==> src/rtl/serial_frame_sequencer_if.sv <==
// Handshake between the frame sequencer and the serial read buffer it drives:
// start/count/reset go to the buffer, done/data come back.
interface serial_frame_sequencer_if #(
    parameter int BUF_SIZE = 8
);
    localparam int RC_W = $clog2(BUF_SIZE + 1);

    logic                buf_start;
    logic [RC_W-1:0]     buf_read_count;
    logic                buf_rst;
    logic                buf_done;
    logic [BUF_SIZE-1:0] buf_data;

    modport master (
        output buf_start, buf_read_count, buf_rst,
        input  buf_done, buf_data
    );

    modport slave (
        input  buf_start, buf_read_count, buf_rst,
        output buf_done, buf_data
    );
endinterface

==> src/rtl/serial_frame_sequencer.sv <==
// Receives one framed transaction (header word, then N payload words) per rising
// edge of frame_active by sequencing start/wait cycles on the serial read buffer.
module serial_frame_sequencer #(
    parameter int BUF_SIZE = 8,
    parameter int HDR_BITS = 8,
    parameter int LEN_BITS = 4
) (
    input  logic                     sys_clk,
    input  logic                     rst,
    input  logic                     frame_active,
    serial_frame_sequencer_if.master buf_if,
    output logic [HDR_BITS-1:0]      hdr_out,
    output logic                     hdr_valid,
    output logic [BUF_SIZE-1:0]      data_out,
    output logic                     data_valid,
    output logic                     frame_done,
    output logic                     frame_err,
    output logic                     busy
);
    localparam int RC_W = $clog2(BUF_SIZE + 1);
    localparam logic [RC_W-1:0]     HDR_CNT = RC_W'(HDR_BITS);
    localparam logic [RC_W-1:0]     PAY_CNT = RC_W'(BUF_SIZE);
    localparam logic [LEN_BITS-1:0] REM_ONE = LEN_BITS'(1);

    typedef enum logic [3:0] {
        IDLE, H_START, H_GUARD, H_WAIT, P_START, P_GUARD, P_WAIT, FINISH, ABORT
    } state_t;

    state_t              state_q, state_d;
    logic                fa_prev_q;
    logic [LEN_BITS-1:0] rem_q, rem_d;
    logic [HDR_BITS-1:0] hdr_q, hdr_d;
    logic [BUF_SIZE-1:0] data_q, data_d;
    logic [RC_W-1:0]     rc_q, rc_d;
    logic                start_q, start_d;
    logic                hdr_valid_q, hdr_valid_d;
    logic                data_valid_q, data_valid_d;
    logic                done_q, done_d;
    logic                err_q, err_d;
    logic                busy_q, busy_d;

    always_comb begin
        // NOTE: every signal gets a default first so no path through the case infers a latch.
        state_d      = state_q;
        rem_d        = rem_q;
        hdr_d        = hdr_q;
        data_d       = data_q;
        hdr_valid_d  = 1'b0;
        data_valid_d = 1'b0;

        case (state_q)
            IDLE:    if (frame_active && !fa_prev_q) state_d = H_START;
            H_START: state_d = frame_active ? H_GUARD : ABORT;
            // The buffer still shows the previous done during the guard cycle.
            H_GUARD: state_d = frame_active ? H_WAIT : ABORT;
            H_WAIT: begin
                if (buf_if.buf_done) begin
                    hdr_d       = buf_if.buf_data[HDR_BITS-1:0];
                    hdr_valid_d = 1'b1;
                    rem_d       = buf_if.buf_data[LEN_BITS-1:0];
                    if (buf_if.buf_data[LEN_BITS-1:0] == '0) state_d = FINISH;
                    else                                      state_d = frame_active ? P_START : ABORT;
                end else if (!frame_active) begin
                    state_d = ABORT;
                end
            end
            P_START: state_d = frame_active ? P_GUARD : ABORT;
            P_GUARD: state_d = frame_active ? P_WAIT : ABORT;
            P_WAIT: begin
                if (buf_if.buf_done) begin
                    data_d       = buf_if.buf_data;
                    data_valid_d = 1'b1;
                    rem_d        = rem_q - REM_ONE;
                    // A capture that completes the frame wins over a simultaneous abort.
                    if (rem_q == REM_ONE) state_d = FINISH;
                    else                  state_d = frame_active ? P_START : ABORT;
                end else if (!frame_active) begin
                    state_d = ABORT;
                end
            end
            FINISH:  state_d = IDLE;
            ABORT:   state_d = IDLE;
            default: state_d = IDLE;
        endcase

        start_d = (state_d == H_START) || (state_d == P_START);
        rc_d    = (state_d == H_START) ? HDR_CNT :
                  (state_d == P_START) ? PAY_CNT : '0;
        err_d   = (state_d == ABORT);
        done_d  = (state_q == FINISH);
        busy_d  = (state_d != IDLE);
    end

    always_ff @(posedge sys_clk) begin
        // NOTE: sequential state uses non-blocking assignments only.
        if (rst) begin
            state_q      <= IDLE;
            // Treat the line as already high so a level held through reset is not an edge.
            fa_prev_q    <= 1'b1;
            rem_q        <= '0;
            hdr_q        <= '0;
            data_q       <= '0;
            rc_q         <= '0;
            start_q      <= 1'b0;
            hdr_valid_q  <= 1'b0;
            data_valid_q <= 1'b0;
            done_q       <= 1'b0;
            err_q        <= 1'b0;
            busy_q       <= 1'b0;
        end else begin
            state_q      <= state_d;
            fa_prev_q    <= frame_active;
            rem_q        <= rem_d;
            hdr_q        <= hdr_d;
            data_q       <= data_d;
            rc_q         <= rc_d;
            start_q      <= start_d;
            hdr_valid_q  <= hdr_valid_d;
            data_valid_q <= data_valid_d;
            done_q       <= done_d;
            err_q        <= err_d;
            busy_q       <= busy_d;
        end
    end

    assign buf_if.buf_start      = start_q;
    assign buf_if.buf_read_count = rc_q;
    assign buf_if.buf_rst        = rst | err_q;
    assign hdr_out               = hdr_q;
    assign hdr_valid             = hdr_valid_q;
    assign data_out              = data_q;
    assign data_valid            = data_valid_q;
    assign frame_done            = done_q;
    assign frame_err             = err_q;
    assign busy                  = busy_q;
endmodule

==> src/flat_wrapper.sv <==
// flat-port wrapper written by rule: the top's interface ports become plain ports
module serial_frame_sequencer_flat 
#(
    parameter int BUF_SIZE = 8,
    parameter int HDR_BITS = 8,
    parameter int LEN_BITS = 4
)
  (sys_clk, rst, frame_active, hdr_out, hdr_valid, data_out, data_valid, frame_done, frame_err, busy, buf_if_buf_start, buf_if_buf_read_count, buf_if_buf_rst, buf_if_buf_done, buf_if_buf_data);
  serial_frame_sequencer_if #(.BUF_SIZE(BUF_SIZE)) buf_if_i ();
  input  logic sys_clk;
  input  logic rst;
  input  logic frame_active;
  output logic [HDR_BITS-1:0] hdr_out;
  output logic hdr_valid;
  output logic [BUF_SIZE-1:0] data_out;
  output logic data_valid;
  output logic frame_done;
  output logic frame_err;
  output logic busy;
  output wire logic [$bits(buf_if_i.buf_start)-1:0] buf_if_buf_start;
  output wire logic [$bits(buf_if_i.buf_read_count)-1:0] buf_if_buf_read_count;
  output wire logic [$bits(buf_if_i.buf_rst)-1:0] buf_if_buf_rst;
  input wire logic [$bits(buf_if_i.buf_done)-1:0] buf_if_buf_done;
  input wire logic [$bits(buf_if_i.buf_data)-1:0] buf_if_buf_data;
  assign buf_if_buf_start = buf_if_i.buf_start;
  assign buf_if_buf_read_count = buf_if_i.buf_read_count;
  assign buf_if_buf_rst = buf_if_i.buf_rst;
  assign buf_if_i.buf_done = buf_if_buf_done;
  assign buf_if_i.buf_data = buf_if_buf_data;
  serial_frame_sequencer #(.BUF_SIZE(BUF_SIZE), .HDR_BITS(HDR_BITS), .LEN_BITS(LEN_BITS)) u_core (.sys_clk(sys_clk), .rst(rst), .frame_active(frame_active), .buf_if(buf_if_i), .hdr_out(hdr_out), .hdr_valid(hdr_valid), .data_out(data_out), .data_valid(data_valid), .frame_done(frame_done), .frame_err(frame_err), .busy(busy));
endmodule
==> config.mk <==
export PLATFORM = sky130hd
export DESIGN_NAME = serial_frame_sequencer_flat
export DESIGN_NICKNAME = d
export VERILOG_FILES = /design/src/rtl/serial_frame_sequencer_if.sv /design/src/rtl/serial_frame_sequencer.sv /design/src/flat_wrapper.sv
export SDC_FILE = /design/constraint.sdc
export NUM_CORES = 1
export LEC_CHECK = 0
export ABC_AREA = 1
export CAP_MARGIN = 30
export CORE_UTILIZATION = 47
export CTS_CLUSTER_SIZE = 10
export DETAILED_ROUTE_END_ITERATION = 12
export PLACE_DENSITY = 0.8
export SLEW_MARGIN = 5
export SYNTH_ARGS = -nofsm -noshare
export SYNTH_HDL_FRONTEND = slang
export SYNTH_SLANG_ARGS = --single-unit
==> constraint.sdc <==
create_clock -name sys_clk -period 1.7 [get_ports sys_clk]
set_input_delay 0.51 -clock sys_clk [delete_from_list [all_inputs] [get_ports sys_clk]]
set_output_delay 0.51 -clock sys_clk [all_outputs]
set_load 0.02 [all_outputs]
==> flow_metrics.py <==
metrics = {
    "timing": {
        "setup_violations": 0,
        "slew_violations": 0,
        "hold_ws_ns": 0.468,
        "max_freq_ghz": 0.612,
        "final.period_utilization_pct": 96.1,
        "rsz0062_at_grt": "no",
        "min_period_ns": 1.63,
        "finClkSkew_ns": 0.00794,
        "hold_viol": 0,
    },
    "power": {
        "p_per_area_nw_per_um2": 730,
        "irDropWorstVdd_mv": 0.547,
        "p_leak_nw": 1.01,
    },
    "global_route": {
        "grt_pass1_vias": 1299,
        "grt_pass1_wl_um": 5580,
        "grtUsageTotal_pct": 22.0,
        "grt_max_degree": 28,
        "overflow": 0,
        "antenna_found_initial": 0,
    },
    "synth": {
        "synth_cell_type_count": 27,
        "yosys.area.top_type_share_pct": 42.1,
        "ys_top_cells_by_area": "dfxtp_1 (42%), nand2_1 (20%), a21oi_1 (7.8%)",
        "synth_seq_cells": 31,
        "synth_cells": 210,
        "yosysWarnings": 0,
        "synthesis.area_um2": 1470,
        "ys_seq_area_share_pct": 42.1,
        "yosysTopAreaCell": "dfxtp_1",
        "avgSynthCellArea_um2": 7.01,
    },
    "clock_network": {
        "cts-buffers-inserted": 5,
        "worstSkewPairLatency_ns": 0.33,
        "cts_sinks": 31,
        "cts-root-buf": "clkbuf_4",
        "htree_num_levels": 2,
        "cts_buffer_depth": 2,
        "clk_pin_slew_ns": 0.10,
        "cts_tree": "yes",
    },
    "drt": {
        "dr_total_vias": 1441,
        "final_antenna_net_count": 0,
        "routed_wl_um": 3300,
        "via_per_inst": 4.90,
        "drt-initial-drc-count": 39,
        "wl_per_cell_um": 11.2,
        "drc": 2,
        "dr.pass1.iters": 8,
    },
    "run": {
        "drv_cap": 0,
    },
    "cells_and_area": {
        "post-route-util_pct": 69.9,
        "fill_cells": 245,
        "area.sequential_um2": 621,
        "drive_above_1_share_pct": 15.2,
        "multiInputGateArea_um2": 727,
        "areaGrowthSynthToFinish_pct": 35.4,
        "final_cell_mix": "nand2_1 (77), dfxtp_1 (31), dlygate4sd2_1 (24), a21oi_1 (23)",
        "diodes": 0,
        "layout.nets": 276,
        "final_common_cell": "nand2_1",
    },
    "die": {
        "io_pins": 39,
        "row_count": 19,
        "die_height_um": 58.0,
        "initial_core_util_pct": 51.6,
        "core_um2": 2850,
        "die_x_um": 58.0,
        "dieArea_um2": 3360,
    },
    "worst_setup_path": {
        "crit_chain": "dlygate4sd2_1 > or2_4 > buf_6",
        "cp_max_fo": 2,
        "start_kind": "input pin",
        "cp_slowest_cell": "dlygate4sd2_1",
        "path_class": "in2out",
        "cp-endpoint": "buf_if_buf_rst",
        "cp-startpoint": "rst",
        "critPathArrivalTime_ns": 1.12,
        "critPathCaptureType": "primary output",
        "max_stage_delay_ns": 0.24,
        "r2r_cells": 11,
        "reg2reg_to": "u_core.buf_if.buf_read_count[3]$_SDFF_PP0_",
        "crit-reg2reg-launch": "u_core.state_q[0]$_SDFF_PP0_",
        "r2r_setup_slack_ns": 0.30,
        "required_ns": 1.19,
    },
    "worst_hold_path": {
        "min_from": "u_core.data_out[2]$_SDFFE_PP0P_",
        "hp-class": "reg2reg",
    },
    "placement": {
        "portBuffers": 35,
        "dp_hpwl_um": 2510,
        "gp_congestion": 0.845,
    },
    "outcome": {
        "outcome": "complete, but fails checks",
        "failed_checks": "design-rule violations",
    },
}
-- worst min path at each step --
stage,end,cells after the start
final,u_core.data_out[2]$_SDFFE_PP0P_,2
after global routing,u_core.data_out[7]$_SDFFE_PP0P_,2
after CTS,u_core.data_out[4]$_SDFFE_PP0P_,2
after detailed placement,u_core.hdr_out[0]$_SDFFE_PP0P_,2
after global placement,u_core.data_out[2]$_SDFFE_PP0P_,2
after floorplan,u_core.rem_q[2]$_SDFFE_PP0P_,2
-- area by class of cell --
| class | count | share of cell area [%] |
|---|---|---|
| Tap cell | 31 | 1.94 |
| Multi-Input combinational cell | 153 | 36.4 |
| Clock buffer | 6 | 2.57 |
| Sequential cell | 31 | 31.1 |
| Inverter | 20 | 4.02 |
| Clock inverter | 2 | 1.76 |
| Timing Repair Buffer | 51 | 22.1 |
-- routing by layer --
metal	share of wire, %	track usage, %	vias up	wire length (µm)
met2	47	36.1	35	1560
li1	-	-	754	-
met1	46	28.0	646	1520
met5	0	0	-	0
met3	4.9	4.69	6	163
met4	1.5	9.18	0	51
-- synth_stat cells, drive strengths merged --
cell type	instances
nand2	81
dfxtp	31
a21oi	24
nor2	22
inv	20
o21ai	8
nand3	6
buf	4
clkbuf	4
ha	2
xnor2	2
a211oi	1
a31oi	1
conb	1
nand4	1
nor3	1
or2	1
-- repair_timing --
item / CTS / global route
setup buffers: 0 / 0
setup endpoints to repair: 24 / 0
gates resized for setup: 31 / 0
hold buffers: 0 / 0
-- registers in the layout (all words and copies together) (netlist names) --
register	flops
u_core.data_out	8
u_core.hdr_out	8
u_core.rem_q	4
u_core.state_q	4
u_core.buf_if.buf_read_count	1
u_core.busy	1
u_core.data_valid	1
u_core.fa_prev_q	1
u_core.frame_done	1
u_core.frame_err	1
u_core.hdr_valid	1
-- critical path, delay by kind of cell --
family | cells | cell delay, ns
buf+inv | 2 | 0.37
simple gates | 1 | 0.24
-- metrics by stage --
| stage | setup TNS [ns] | worst slack [ns] | instances | instance area [µm²] | power, W |
|---|---|---|---|---|---|
| floorplan | 0 | 0.151 | 212 | 1480 | 0.000817 |
| global route | 0 | 0.00529 | 294 | 1990 | 0.00151 |
| finish | 0 | 0.0664 | 294 | 1990 | 0.00146 |
| detailed placement | -1.76 | -0.564 | 286 | 1930 | 0.000876 |
| global placement | -1.48 | -0.549 | 286 | 1930 | 0.000874 |
| CTS | 0 | 0.0616 | 294 | 1990 | 0.00147 |
-- cell families (layout without fill, tap and decap cells) --
| kind of cell | count (synthesis) | after routing | share of synthesized area, % |
|---|---|---|---|
| other | 1 | 3 | 0.255 |
| AND/OR/NAND/NOR | 112 | 112 | 33.5 |
| buffers and inverters | 28 | 79 | 9.18 |
| AO/OA/AOI/OAI | 34 | 34 | 12.1 |
| adder cells (fa/ha/maj) | 2 | 2 | 1.70 |
| XOR/XNOR | 2 | 2 | 1.19 |
| flip-flops | 31 | 31 | 42.1 |
-- power breakdown --
group | internal [W] | switching (W) | leakage (nW)
registers | 0.000731 | 0.00000341 | 0.250
logic | 0.0000554 | 0.0000673 | 0.713
clock network | 0.000347 | 0.000252 | 0.0482
total | 0.00113 | 0.000323 | 1.01
(Power assumes the default switching activity.)
